===== config.mk =====
export PLATFORM = sky130hd
export DESIGN_NAME = cmd_uart_bridge
export DESIGN_NICKNAME = d
export VERILOG_FILES = /design/src/rtl/mazerunner_pkg.sv /design/src/rtl/uart_tx_core.sv /design/src/rtl/cmd_uart_bridge.sv
export SDC_FILE = /design/constraint.sdc
export NUM_CORES = 1
export LEC_CHECK = 0
export BUFFER_PORTS_ARGS = -buffer_cell sky130_fd_sc_hd__buf_4
export CAP_MARGIN = 20
export CORE_MARGIN = 2
export CORE_UTILIZATION = 51
export CTS_CLUSTER_SIZE = 8
export DETAILED_ROUTE_END_ITERATION = 6
export GPL_ROUTABILITY_DRIVEN = 0
export PLACE_DENSITY = 0.77
export SLEW_MARGIN = 25
export SYNTH_ARGS = -nofsm -noshare
export SYNTH_HDL_FRONTEND = slang
export SYNTH_SLANG_ARGS = --single-unit

===== constraint.sdc =====
create_clock -name clk -period 8.2 [get_ports clk]
set_input_delay 0.41 -clock clk [delete_from_list [all_inputs] [get_ports clk]]
set_output_delay 0.41 -clock clk [all_outputs]
set_load 0.02 [all_outputs]

===== src/rtl/mazerunner_pkg.sv =====
// Shared types and constants for the MazeRunner command link.
package mazerunner_pkg;

  localparam int BAUD_W = 12;
  localparam logic [7:0] RESP_ACK = 8'hA5;

  typedef enum logic [1:0] {RX_IDLE, RX_START, RX_DATA, RX_STOP} rx_state_t;
  typedef enum logic {WAIT_HI, WAIT_LO} byte_state_t;
  typedef enum logic {TX_IDLE, TX_SHIFT} tx_state_t;

endpackage


===== src/rtl/uart_tx_core.sv =====
// Response transmitter: one 10-bit frame {stop,data,start}, LSB first,
// with a done pulse on the cycle after the stop bit ends.
module uart_tx_core
  import mazerunner_pkg::*;
#(
  parameter int BAUD_DIV = 2604
) (
  input  logic       clk,
  input  logic       rst,
  input  logic       start_i,
  input  logic [7:0] data_i,
  output logic       tx_o,
  output logic       busy_o,
  output logic       done_o
);

  localparam logic [BAUD_W-1:0] BIT_END = BAUD_W'(BAUD_DIV - 1);

  tx_state_t         state_q, state_d;
  logic [9:0]        shift_q, shift_d;
  logic [BAUD_W-1:0] cnt_q, cnt_d;
  logic [3:0]        bit_q, bit_d;
  logic              done_q, done_d;

  always_ff @(posedge clk or posedge rst) begin
    if (rst) begin
      state_q <= TX_IDLE;
      shift_q <= '1;
      cnt_q   <= '0;
      bit_q   <= '0;
      done_q  <= 1'b0;
    end else begin
      state_q <= state_d;
      shift_q <= shift_d;
      cnt_q   <= cnt_d;
      bit_q   <= bit_d;
      done_q  <= done_d;
    end
  end

  always_comb begin
    state_d = state_q;
    shift_d = shift_q;
    cnt_d   = cnt_q;
    bit_d   = bit_q;
    done_d  = 1'b0;
    case (state_q)
      TX_IDLE: begin
        if (start_i) begin
          shift_d = {1'b1, data_i, 1'b0};
          cnt_d   = '0;
          bit_d   = '0;
          state_d = TX_SHIFT;
        end
      end
      TX_SHIFT: begin
        if (cnt_q == BIT_END) begin
          cnt_d   = '0;
          shift_d = {1'b1, shift_q[9:1]};
          if (bit_q == 4'd9) begin
            state_d = TX_IDLE;
            done_d  = 1'b1;
          end else begin
            bit_d = bit_q + 4'd1;
          end
        end else begin
          cnt_d = cnt_q + 1'b1;
        end
      end
      default: state_d = TX_IDLE;
    endcase
  end

  // Line is driven from async-reset state so reset forces it high immediately.
  assign tx_o   = (state_q == TX_SHIFT) ? shift_q[0] : 1'b1;
  assign busy_o = (state_q == TX_SHIFT);
  assign done_o = done_q;

endmodule


===== src/rtl/cmd_uart_bridge.sv =====
// Runner-side UART endpoint: two received bytes (high first) form a 16-bit
// command; one response byte is sent back through uart_tx_core.
module cmd_uart_bridge
  import mazerunner_pkg::*;
#(
  parameter int BAUD_DIV = 2604,
  parameter int TIMEOUT  = 1000000
) (
  input  logic        clk,
  input  logic        rst,
  input  logic        RX,
  output logic        TX,
  output logic [15:0] cmd,
  output logic        cmd_rdy,
  input  logic        clr_cmd_rdy,
  input  logic [7:0]  resp,
  input  logic        send_resp,
  output logic        resp_sent,
  output logic        tx_busy,
  output logic        frm_err
);

  localparam int TMO_W = $clog2(TIMEOUT + 1);
  localparam logic [BAUD_W-1:0] BIT_END  = BAUD_W'(BAUD_DIV - 1);
  localparam logic [BAUD_W-1:0] HALF_END = BAUD_W'(BAUD_DIV / 2 - 1);
  localparam logic [TMO_W-1:0]  TMO_LOAD = TMO_W'(TIMEOUT);

  logic rx_meta_q, rx_sync_q, rx_prev_q;

  rx_state_t         rx_state_q, rx_state_d;
  logic [BAUD_W-1:0] rx_cnt_q, rx_cnt_d;
  logic [2:0]        rx_bit_q, rx_bit_d;
  logic [7:0]        rx_shift_q, rx_shift_d;
  logic              byte_vld_q, byte_vld_d;
  logic              frm_err_q, frm_err_d;

  byte_state_t       byte_state_q, byte_state_d;
  logic [15:0]       cmd_q, cmd_d;
  logic              cmd_rdy_q, cmd_rdy_d;
  logic [TMO_W-1:0]  tmo_q, tmo_d;

  always_ff @(posedge clk or posedge rst) begin
    if (rst) begin
      rx_meta_q    <= 1'b1;
      rx_sync_q    <= 1'b1;
      rx_prev_q    <= 1'b1;
      rx_state_q   <= RX_IDLE;
      rx_cnt_q     <= '0;
      rx_bit_q     <= '0;
      rx_shift_q   <= '0;
      byte_vld_q   <= 1'b0;
      frm_err_q    <= 1'b0;
      byte_state_q <= WAIT_HI;
      cmd_q        <= '0;
      cmd_rdy_q    <= 1'b0;
      tmo_q        <= '0;
    end else begin
      rx_meta_q    <= RX;
      rx_sync_q    <= rx_meta_q;
      rx_prev_q    <= rx_sync_q;
      rx_state_q   <= rx_state_d;
      rx_cnt_q     <= rx_cnt_d;
      rx_bit_q     <= rx_bit_d;
      rx_shift_q   <= rx_shift_d;
      byte_vld_q   <= byte_vld_d;
      frm_err_q    <= frm_err_d;
      byte_state_q <= byte_state_d;
      cmd_q        <= cmd_d;
      cmd_rdy_q    <= cmd_rdy_d;
      tmo_q        <= tmo_d;
    end
  end

  // Bit-level receiver: start bit is re-checked at mid-bit to reject glitches.
  always_comb begin
    rx_state_d = rx_state_q;
    rx_cnt_d   = rx_cnt_q;
    rx_bit_d   = rx_bit_q;
    rx_shift_d = rx_shift_q;
    byte_vld_d = 1'b0;
    frm_err_d  = 1'b0;
    case (rx_state_q)
      RX_IDLE: begin
        if (rx_prev_q && !rx_sync_q) begin
          rx_state_d = RX_START;
          rx_cnt_d   = '0;
        end
      end
      RX_START: begin
        if (rx_cnt_q == HALF_END) begin
          rx_cnt_d   = '0;
          rx_bit_d   = '0;
          rx_state_d = rx_sync_q ? RX_IDLE : RX_DATA;
        end else begin
          rx_cnt_d = rx_cnt_q + 1'b1;
        end
      end
      RX_DATA: begin
        if (rx_cnt_q == BIT_END) begin
          rx_cnt_d   = '0;
          rx_shift_d = {rx_sync_q, rx_shift_q[7:1]};
          if (rx_bit_q == 3'd7) rx_state_d = RX_STOP;
          else                  rx_bit_d   = rx_bit_q + 3'd1;
        end else begin
          rx_cnt_d = rx_cnt_q + 1'b1;
        end
      end
      RX_STOP: begin
        if (rx_cnt_q == BIT_END) begin
          rx_cnt_d   = '0;
          byte_vld_d = rx_sync_q;
          frm_err_d  = !rx_sync_q;
          rx_state_d = RX_IDLE;
        end else begin
          rx_cnt_d = rx_cnt_q + 1'b1;
        end
      end
      default: rx_state_d = RX_IDLE;
    endcase
  end

  // Byte pairing. A set of cmd_rdy overrides a clear in the same cycle.
  always_comb begin
    byte_state_d = byte_state_q;
    cmd_d        = cmd_q;
    cmd_rdy_d    = cmd_rdy_q;
    tmo_d        = tmo_q;
    if (clr_cmd_rdy) cmd_rdy_d = 1'b0;
    case (byte_state_q)
      WAIT_HI: begin
        if (byte_vld_q) begin
          cmd_d[15:8]  = rx_shift_q;
          cmd_rdy_d    = 1'b0;
          tmo_d        = TMO_LOAD;
          byte_state_d = WAIT_LO;
        end
      end
      WAIT_LO: begin
        if (frm_err_q) begin
          byte_state_d = WAIT_HI;
        end else if (byte_vld_q) begin
          cmd_d[7:0]   = rx_shift_q;
          cmd_rdy_d    = 1'b1;
          byte_state_d = WAIT_HI;
        end else if (rx_state_q == RX_IDLE) begin
          // Timeout only runs while no low-byte frame is in progress.
          if (tmo_q == '0) byte_state_d = WAIT_HI;
          else             tmo_d        = tmo_q - 1'b1;
        end
      end
      default: byte_state_d = WAIT_HI;
    endcase
  end

  assign cmd     = cmd_q;
  assign cmd_rdy = cmd_rdy_q;
  assign frm_err = frm_err_q;

  uart_tx_core #(.BAUD_DIV(BAUD_DIV)) u_tx (
    .clk    (clk),
    .rst    (rst),
    .start_i(send_resp),
    .data_i (resp),
    .tx_o   (TX),
    .busy_o (tx_busy),
    .done_o (resp_sent)
  );

endmodule


Yosys cells after proc, flatten, opt, wreduce, memory -nomap -nowiden
Index checks and enable logic that the tools add are counted.
{"block": "totals", "regBits": 96, "inputBits": 13, "out_inout_bits": 21, "elab_cells": 117}
{"block": "op_classes", "n_addsub": 5, "n_eq_ne": 22, "n_mux": 54, "bitwise_logic": 3, "n_reduce_logical": 14}
{"cell": "two-way mux 20 bit", "count": 5}
{"cell": "two-way mux 12 bit", "count": 5}
{"cell": "case mux 20 bit (2 select lines)", "count": 1}
{"cell": "case mux 12 bit (3 select lines)", "count": 1}
{"cell": "!= test 2 bit (second input constant)", "count": 13}
{"cell": "adder 12 x 1 -> 12 bit (second input constant)", "count": 2}
{"cell": "equality test 12 bit (second input constant)", "count": 2}
{"cell": "case mux 12 bit (2 select lines)", "count": 1}
{"cell": "logical NOT 20 bit", "count": 1}
{"cell": "two-way mux 1 bit", "count": 20}
{"cell": "two-way mux 10 bit", "count": 2}
{"cell": "case mux 10 bit (2 select lines)", "count": 1}
{"cell": "subtractor 20 x 1 -> 20 bit (second input constant)", "count": 1}
{"cell": "equality test 12 x 11 -> 1 bit (second input constant)", "count": 1}
{"cell": "two-way mux 2 bit", "count": 6}
{"cell": "two-way mux 4 bit", "count": 3}
{"cell": "AND reduction 5 bit", "count": 2}
{"cell": "two-way mux 3 bit", "count": 3}
{"cell": "case mux 2 bit (4 select lines)", "count": 1}
{"cell": "case mux 4 bit (2 select lines)", "count": 1}
{"cell": "case mux 1 bit (2 select lines)", "count": 3}
{"cell": "case mux 3 bit (2 select lines)", "count": 1}
{"cell": "AND reduction 2 bit", "count": 3}
{"cell": "AND reduction 3 bit", "count": 2}
{"cell": "other kinds (14)", "count": 17}

Depth between registers and ports, before layout
{"block": "depth", "ltp_word": 6, "ltp_mapped": 8, "ltp_nobuf": 7}

Cells and area by module
From an unflattened synthesis, not the netlist that was laid out.
{"block": "hier_totals", "cells_unflattened": 443, "hier_area_um2": 4723.3}
{"mod": "cmd_uart_bridge", "n_inst": 1, "cells_per_inst": 303, "area_each_um2": 3266.9, "seq_area_each_um2": 1705.4}
{"mod": "uart_tx_core", "n_inst": 1, "cells_per_inst": 140, "area_each_um2": 1456.4, "seq_area_each_um2": 686.9}

Worst setup path after synthesis
No wires, ideal clock.
{"block": "synth_timing", "path_kind": "reg-to-reg", "start": "register rx_cnt_q[2]", "end": "register rx_shift_q[0]", "setup_ns": 0.125, "arrival_time_ns": 2.219, "required_time_ns": 8.075, "slack_ns": 5.856, "path_stages_with_launch": 6, "n_path_buf": 1, "synth_period_minus_slack_ns": 2.344, "cell_sequence": "dfrtp_1 > or4b_1 > or4_4 > or3b_1 > buf_6 > mux2_4"}
{"block": "synth_between", "elab_chain_cells": 2}
{"element": "start: declaration", "line": "cmd_uart_bridge.sv:31", "rtl": "logic [BAUD_W-1:0] rx_cnt_q, rx_cnt_d;"}
{"element": "start signal: assignment", "line": "cmd_uart_bridge.sv:62", "rtl": "rx_cnt_q <= rx_cnt_d;"}
{"element": "equality test 12 bit", "line": "cmd_uart_bridge.sv:99", "rtl": "if (rx_cnt_q == BIT_END) begin"}
{"element": "AND reduction 2 bit (no source line)"}
{"element": "end signal: assignment", "line": "cmd_uart_bridge.sv:64", "rtl": "rx_shift_q <= rx_shift_d;"}
{"element": "end: declaration", "line": "cmd_uart_bridge.sv:33", "rtl": "logic [7:0] rx_shift_q, rx_shift_d;"}
Every way passes these cells.
A chain may end at the register's enable or synchronous reset.

Final worst setup path
{"block": "layout_timing", "start": "register byte_state_q", "end": "register tmo_q[7]"}
{"block": "layout_between", "elab_chain_cells": 3, "word_cells_on_any_way": 8, "cone_classes": "5 x eq/ne; 1 x mux; 1 x bitwise; 1 x reduce/logical"}
{"element": "start: declaration", "line": "cmd_uart_bridge.sv:37", "rtl": "byte_state_t byte_state_q, byte_state_d;"}
{"element": "start signal: assignment", "line": "cmd_uart_bridge.sv:67", "rtl": "byte_state_q <= byte_state_d;"}
{"element": "NOT 1 bit (no source line)"}
{"element": "!= test 2 bit (no source line)"}
{"element": "AND reduction 5 bit (no source line)"}
{"element": "end signal: assignment", "line": "cmd_uart_bridge.sv:70", "rtl": "tmo_q <= tmo_d;"}
{"element": "end: declaration", "line": "cmd_uart_bridge.sv:40", "rtl": "logic [TMO_W-1:0] tmo_q, tmo_d;"}
Parallel ways exist; a longest one is shown, timed or not.

==> metrics.cfg <==
[yosys]
synth-seq-area-share = 0.495
synth.yosys.warnings = 0
synth.top_cells.by_area = sky130_fd_sc_hd__dfrtp_1 (43%), sky130_fd_sc_hd__dfstp_2 (6.5%), sky130_fd_sc_hd__mux2_2 (4.0%)
synth.cell_area_um2 = 4830
synth_enable_flop_cells = 0
synth_seq_cells = 95
most_common_cell_in_the_netlist = sky130_fd_sc_hd__dfrtp_1
yosys.area.top_type_share = 0.430
leading_post_synthesis_cells_by_instance_count = sky130_fd_sc_hd__dfrtp_1 (83), sky130_fd_sc_hd__nand2_1 (41), sky130_fd_sc_hd__o21ai_0 (27)
postSynthCellCount = 469
synthFlopType = sky130_fd_sc_hd__dfrtp_1
synth-async-reset-ratio = 1.00
syn_area_per_cell_um2 = 10.3
synth.largest_area_cell = sky130_fd_sc_hd__dfrtp_1
post_synth_num_cell_types = 66
mappedNetlistNets = 492

[cts]
postCtsResizedCells = 0
clock-sinks = 95
tritoncts = built
ctsLongestPathBuffers = 2
post_cts_hold_buffer_count = 0
cts.clk_slew.worst_paths_ns = 0.10
post_cts_setup_driven_buffer_insertion_count = 0
ctsHtreeMaxLevel = 3
cts-buffers-inserted = 9
cts.root.buffer_cell = sky130_fd_sc_hd__clkbuf_8
clock_latency_at_the_later_pin_of_the_worst_skew_pair_ns = 0.36

[setup_path]
worstPathCellList = clkinv_1, ha_1, inv_1, o21ai_0, or4_2, or3_1, a21oi_1
crit_path_start = byte_state_q
slowest_stage = sky130_fd_sc_hd__or4_2
timing.setup.critical_path_class = flop to flop
cp_num_buf_inv = 2
worstPathRequired_ns = 8.49
cp_top_family = simple AND/OR/NAND/NOR gates
worst_ep_arrival_time_ns = 3.21
endpoint = tmo_q[7]
cp-start-kind = flop
setup.worst_path.end_class = flop
critical_path.max_stage_delay_ns = 0.66
regToRegStartpoint = byte_state_q
reg2reg_slack_ns = 5.29
rr_worst_depth = 7
regToRegEndpoint = tmo_q[7]
critical_path_peak_fanout = 11
crit_cells = 7

[power_and_ir_drop]
p_leak_uw = 0.00240
vdd_drop_max_mv = 0.123
power_per_cell_area_nw_per_um2 = 195

[sta]
post-route-min-period_ns = 2.91
report.final.slew_viol_count = 0
worst_pin_slew_ns = 0.981
final.setup.tns_ns = 0
setup_viol = 0
final-hold-violation-count = 0
post_route_clock_period_utilization = 0.355
fmaxAchievable_ghz = 0.343
finClkSkew_ns = 0.00999
slew-limit-headroom = 0.344
rsz0062_at_grt = no

[global_route]
antenna_found_initial = 0
grt.overflow.total = 0
grt_pass1_vias = 3669
track_usage = 0.201
largest_net_degree_at_the_start_of_global_routing = 51
grt_pass1_wl_um = 16800

[floorplan]
initial_utilization = 0.525
dieArea_um2 = 10300
core-area_um2 = 9200
die_w_um = 101
io_pins = 34
die_y_um = 101
num_rows = 35

[cells_and_area]
areaGrowthSynthToFinish_pct = 10.2
fill_cells = 786
post_route_cells_drive_above_1_share = 0.208
num-nets-final = 517
ff_latch_area_um2 = 2390
multi_input_comb_area_um2 = 2300
final-instance-count-excl-fill = 610
antenna_cells_inserted = 0

[placement]
dp_hpwl_um = 6690
numPortBuffers = 33
dpl.cell_count = 594

[drt]
dr_total_vias = 3673
drtIter0Drc = 167
routed_wire_length_per_instance_um = 15.7
route.detailed.vias_per_inst = 6.02
drt_wl_total_um = 9590
remaining_drc_errors = 0
firstDrtPassIters = 6
antenna_left = 0

[run]
cap_violations = 0

[min_path]
hp-class = input port to flop

[status]
outcome = completed

[where the power goes]
part / internal (µW) / switching, µW
Sequential: 528 / 70.2
Combinational: 73.5 / 74.6
Clock: 116 / 174
[worst min path at each step]
stage,start,endpoint,slack [ns],cells past startpoint
after floorplan,rx_meta_q,rx_sync_q,0.35,0
after global placement,rx_meta_q,rx_sync_q,0.36,0
after detailed placement,rx_meta_q,rx_sync_q,0.36,0
after CTS,RX,rx_meta_q,0.14,1
after global routing,RX,rx_meta_q,0.14,1
final,RX,rx_meta_q,0.16,1
[area by class of cell]
class | instances | share of cell area
sequential | 95 | 0.450
inverter | 14 | 0.0101
timing repair buffer | 34 | 0.0480
clock inverter | 7 | 0.0113
tap | 111 | 0.0261
multi-input combinational | 340 | 0.432
clock buffer | 9 | 0.0233
[placed cells by master (no fill, tap or decap), types with 3 or more instances in the layout]
master	n
sky130_fd_sc_hd__inv_1	12
sky130_fd_sc_hd__nand4_1	8
sky130_fd_sc_hd__o31ai_1	5
sky130_fd_sc_hd__nor4_1	7
sky130_fd_sc_hd__o21ai_0	27
sky130_fd_sc_hd__buf_4	34
sky130_fd_sc_hd__nand3_1	14
sky130_fd_sc_hd__a211oi_1	9
sky130_fd_sc_hd__nand2_1	41
sky130_fd_sc_hd__mux2i_1	3
sky130_fd_sc_hd__o21ai_1	12
sky130_fd_sc_hd__a32o_1	3
sky130_fd_sc_hd__dfstp_2	12
sky130_fd_sc_hd__nor3_1	11
sky130_fd_sc_hd__or3_1	7
sky130_fd_sc_hd__xnor2_1	6
sky130_fd_sc_hd__mux2_2	17
sky130_fd_sc_hd__nor2_1	23
sky130_fd_sc_hd__nor3b_1	3
sky130_fd_sc_hd__mux2_4	7
sky130_fd_sc_hd__clkbuf_8	9
sky130_fd_sc_hd__dfrtp_1	83
sky130_fd_sc_hd__a21oi_1	22
sky130_fd_sc_hd__nand3b_1	4
sky130_fd_sc_hd__nand2b_1	7
sky130_fd_sc_hd__a31oi_1	18
sky130_fd_sc_hd__a31o_2	3
sky130_fd_sc_hd__and3_1	10
sky130_fd_sc_hd__ha_1	10
sky130_fd_sc_hd__inv_6	5
sky130_fd_sc_hd__and2_1	3
sky130_fd_sc_hd__nor2b_1	13
sky130_fd_sc_hd__or4_2	3
sky130_fd_sc_hd__o41ai_1	3
sky130_fd_sc_hd__or4_1	3
[cells by family (layout without fill, tap and decap cells)]
logic type | Yosys count | count (layout) | synth area share
and+or+nand+nor | 174 | 174 | 0.204
AOI/OAI and AO/OA | 121 | 121 | 0.162
DFF | 95 | 95 | 0.495
buffers and inverters | 34 | 64 | 0.0295
muxes | 27 | 27 | 0.0676
adders and majority gates | 10 | 10 | 0.0259
xor gates and xnor gates | 8 | 8 | 0.0145
[state kept, by name, indices dropped and copies added, names as in the netlist, 3 cells and up, named ones only]
name and cells:
rx_shift_q 8, rx_bit_q 3, u_tx.bit_q 4, u_tx.shift_q 9, cmd 16, tmo_q 20, rx_cnt_q 12, u_tx.cnt_q 12
[routing by layer]
| layer | global-route usage | part of all wire | vias up | wire length, µm |
|---|---|---|---|---|
| li1 | - | - | 1791 | - |
| met1 | 0.254 | 0.46 | 1805 | 4410 |
| met2 | 0.348 | 0.50 | 66 | 4760 |
| met5 | 0 | 0 | - | 0 |
| met3 | 0.0455 | 0.034 | 11 | 323 |
| met4 | 0.0593 | 0.010 | 0 | 100 |
[stage by stage]
| step | utilization | cell area [µm²] | setup WS, ns | hold slack [ns] | power, µW |
|---|---|---|---|---|---|
| 2_1_floorplan | - | 4830 | 5.33 | 0.345 | 708 |
| 5_1_grt | 0.579 | 5320 | 5.10 | 0.137 | 1100 |
| 6_report | 0.579 | 5320 | 5.29 | 0.156 | 1040 |
| 3_5_place_dp | 0.558 | 5130 | 5.35 | 0.365 | 754 |
| 4_1_cts | 0.578 | 5320 | 5.34 | 0.139 | 1050 |
| 3_3_place_gp | 0.558 | 5130 | 5.45 | 0.358 | 743 |
(Power assumes the default switching activity.)
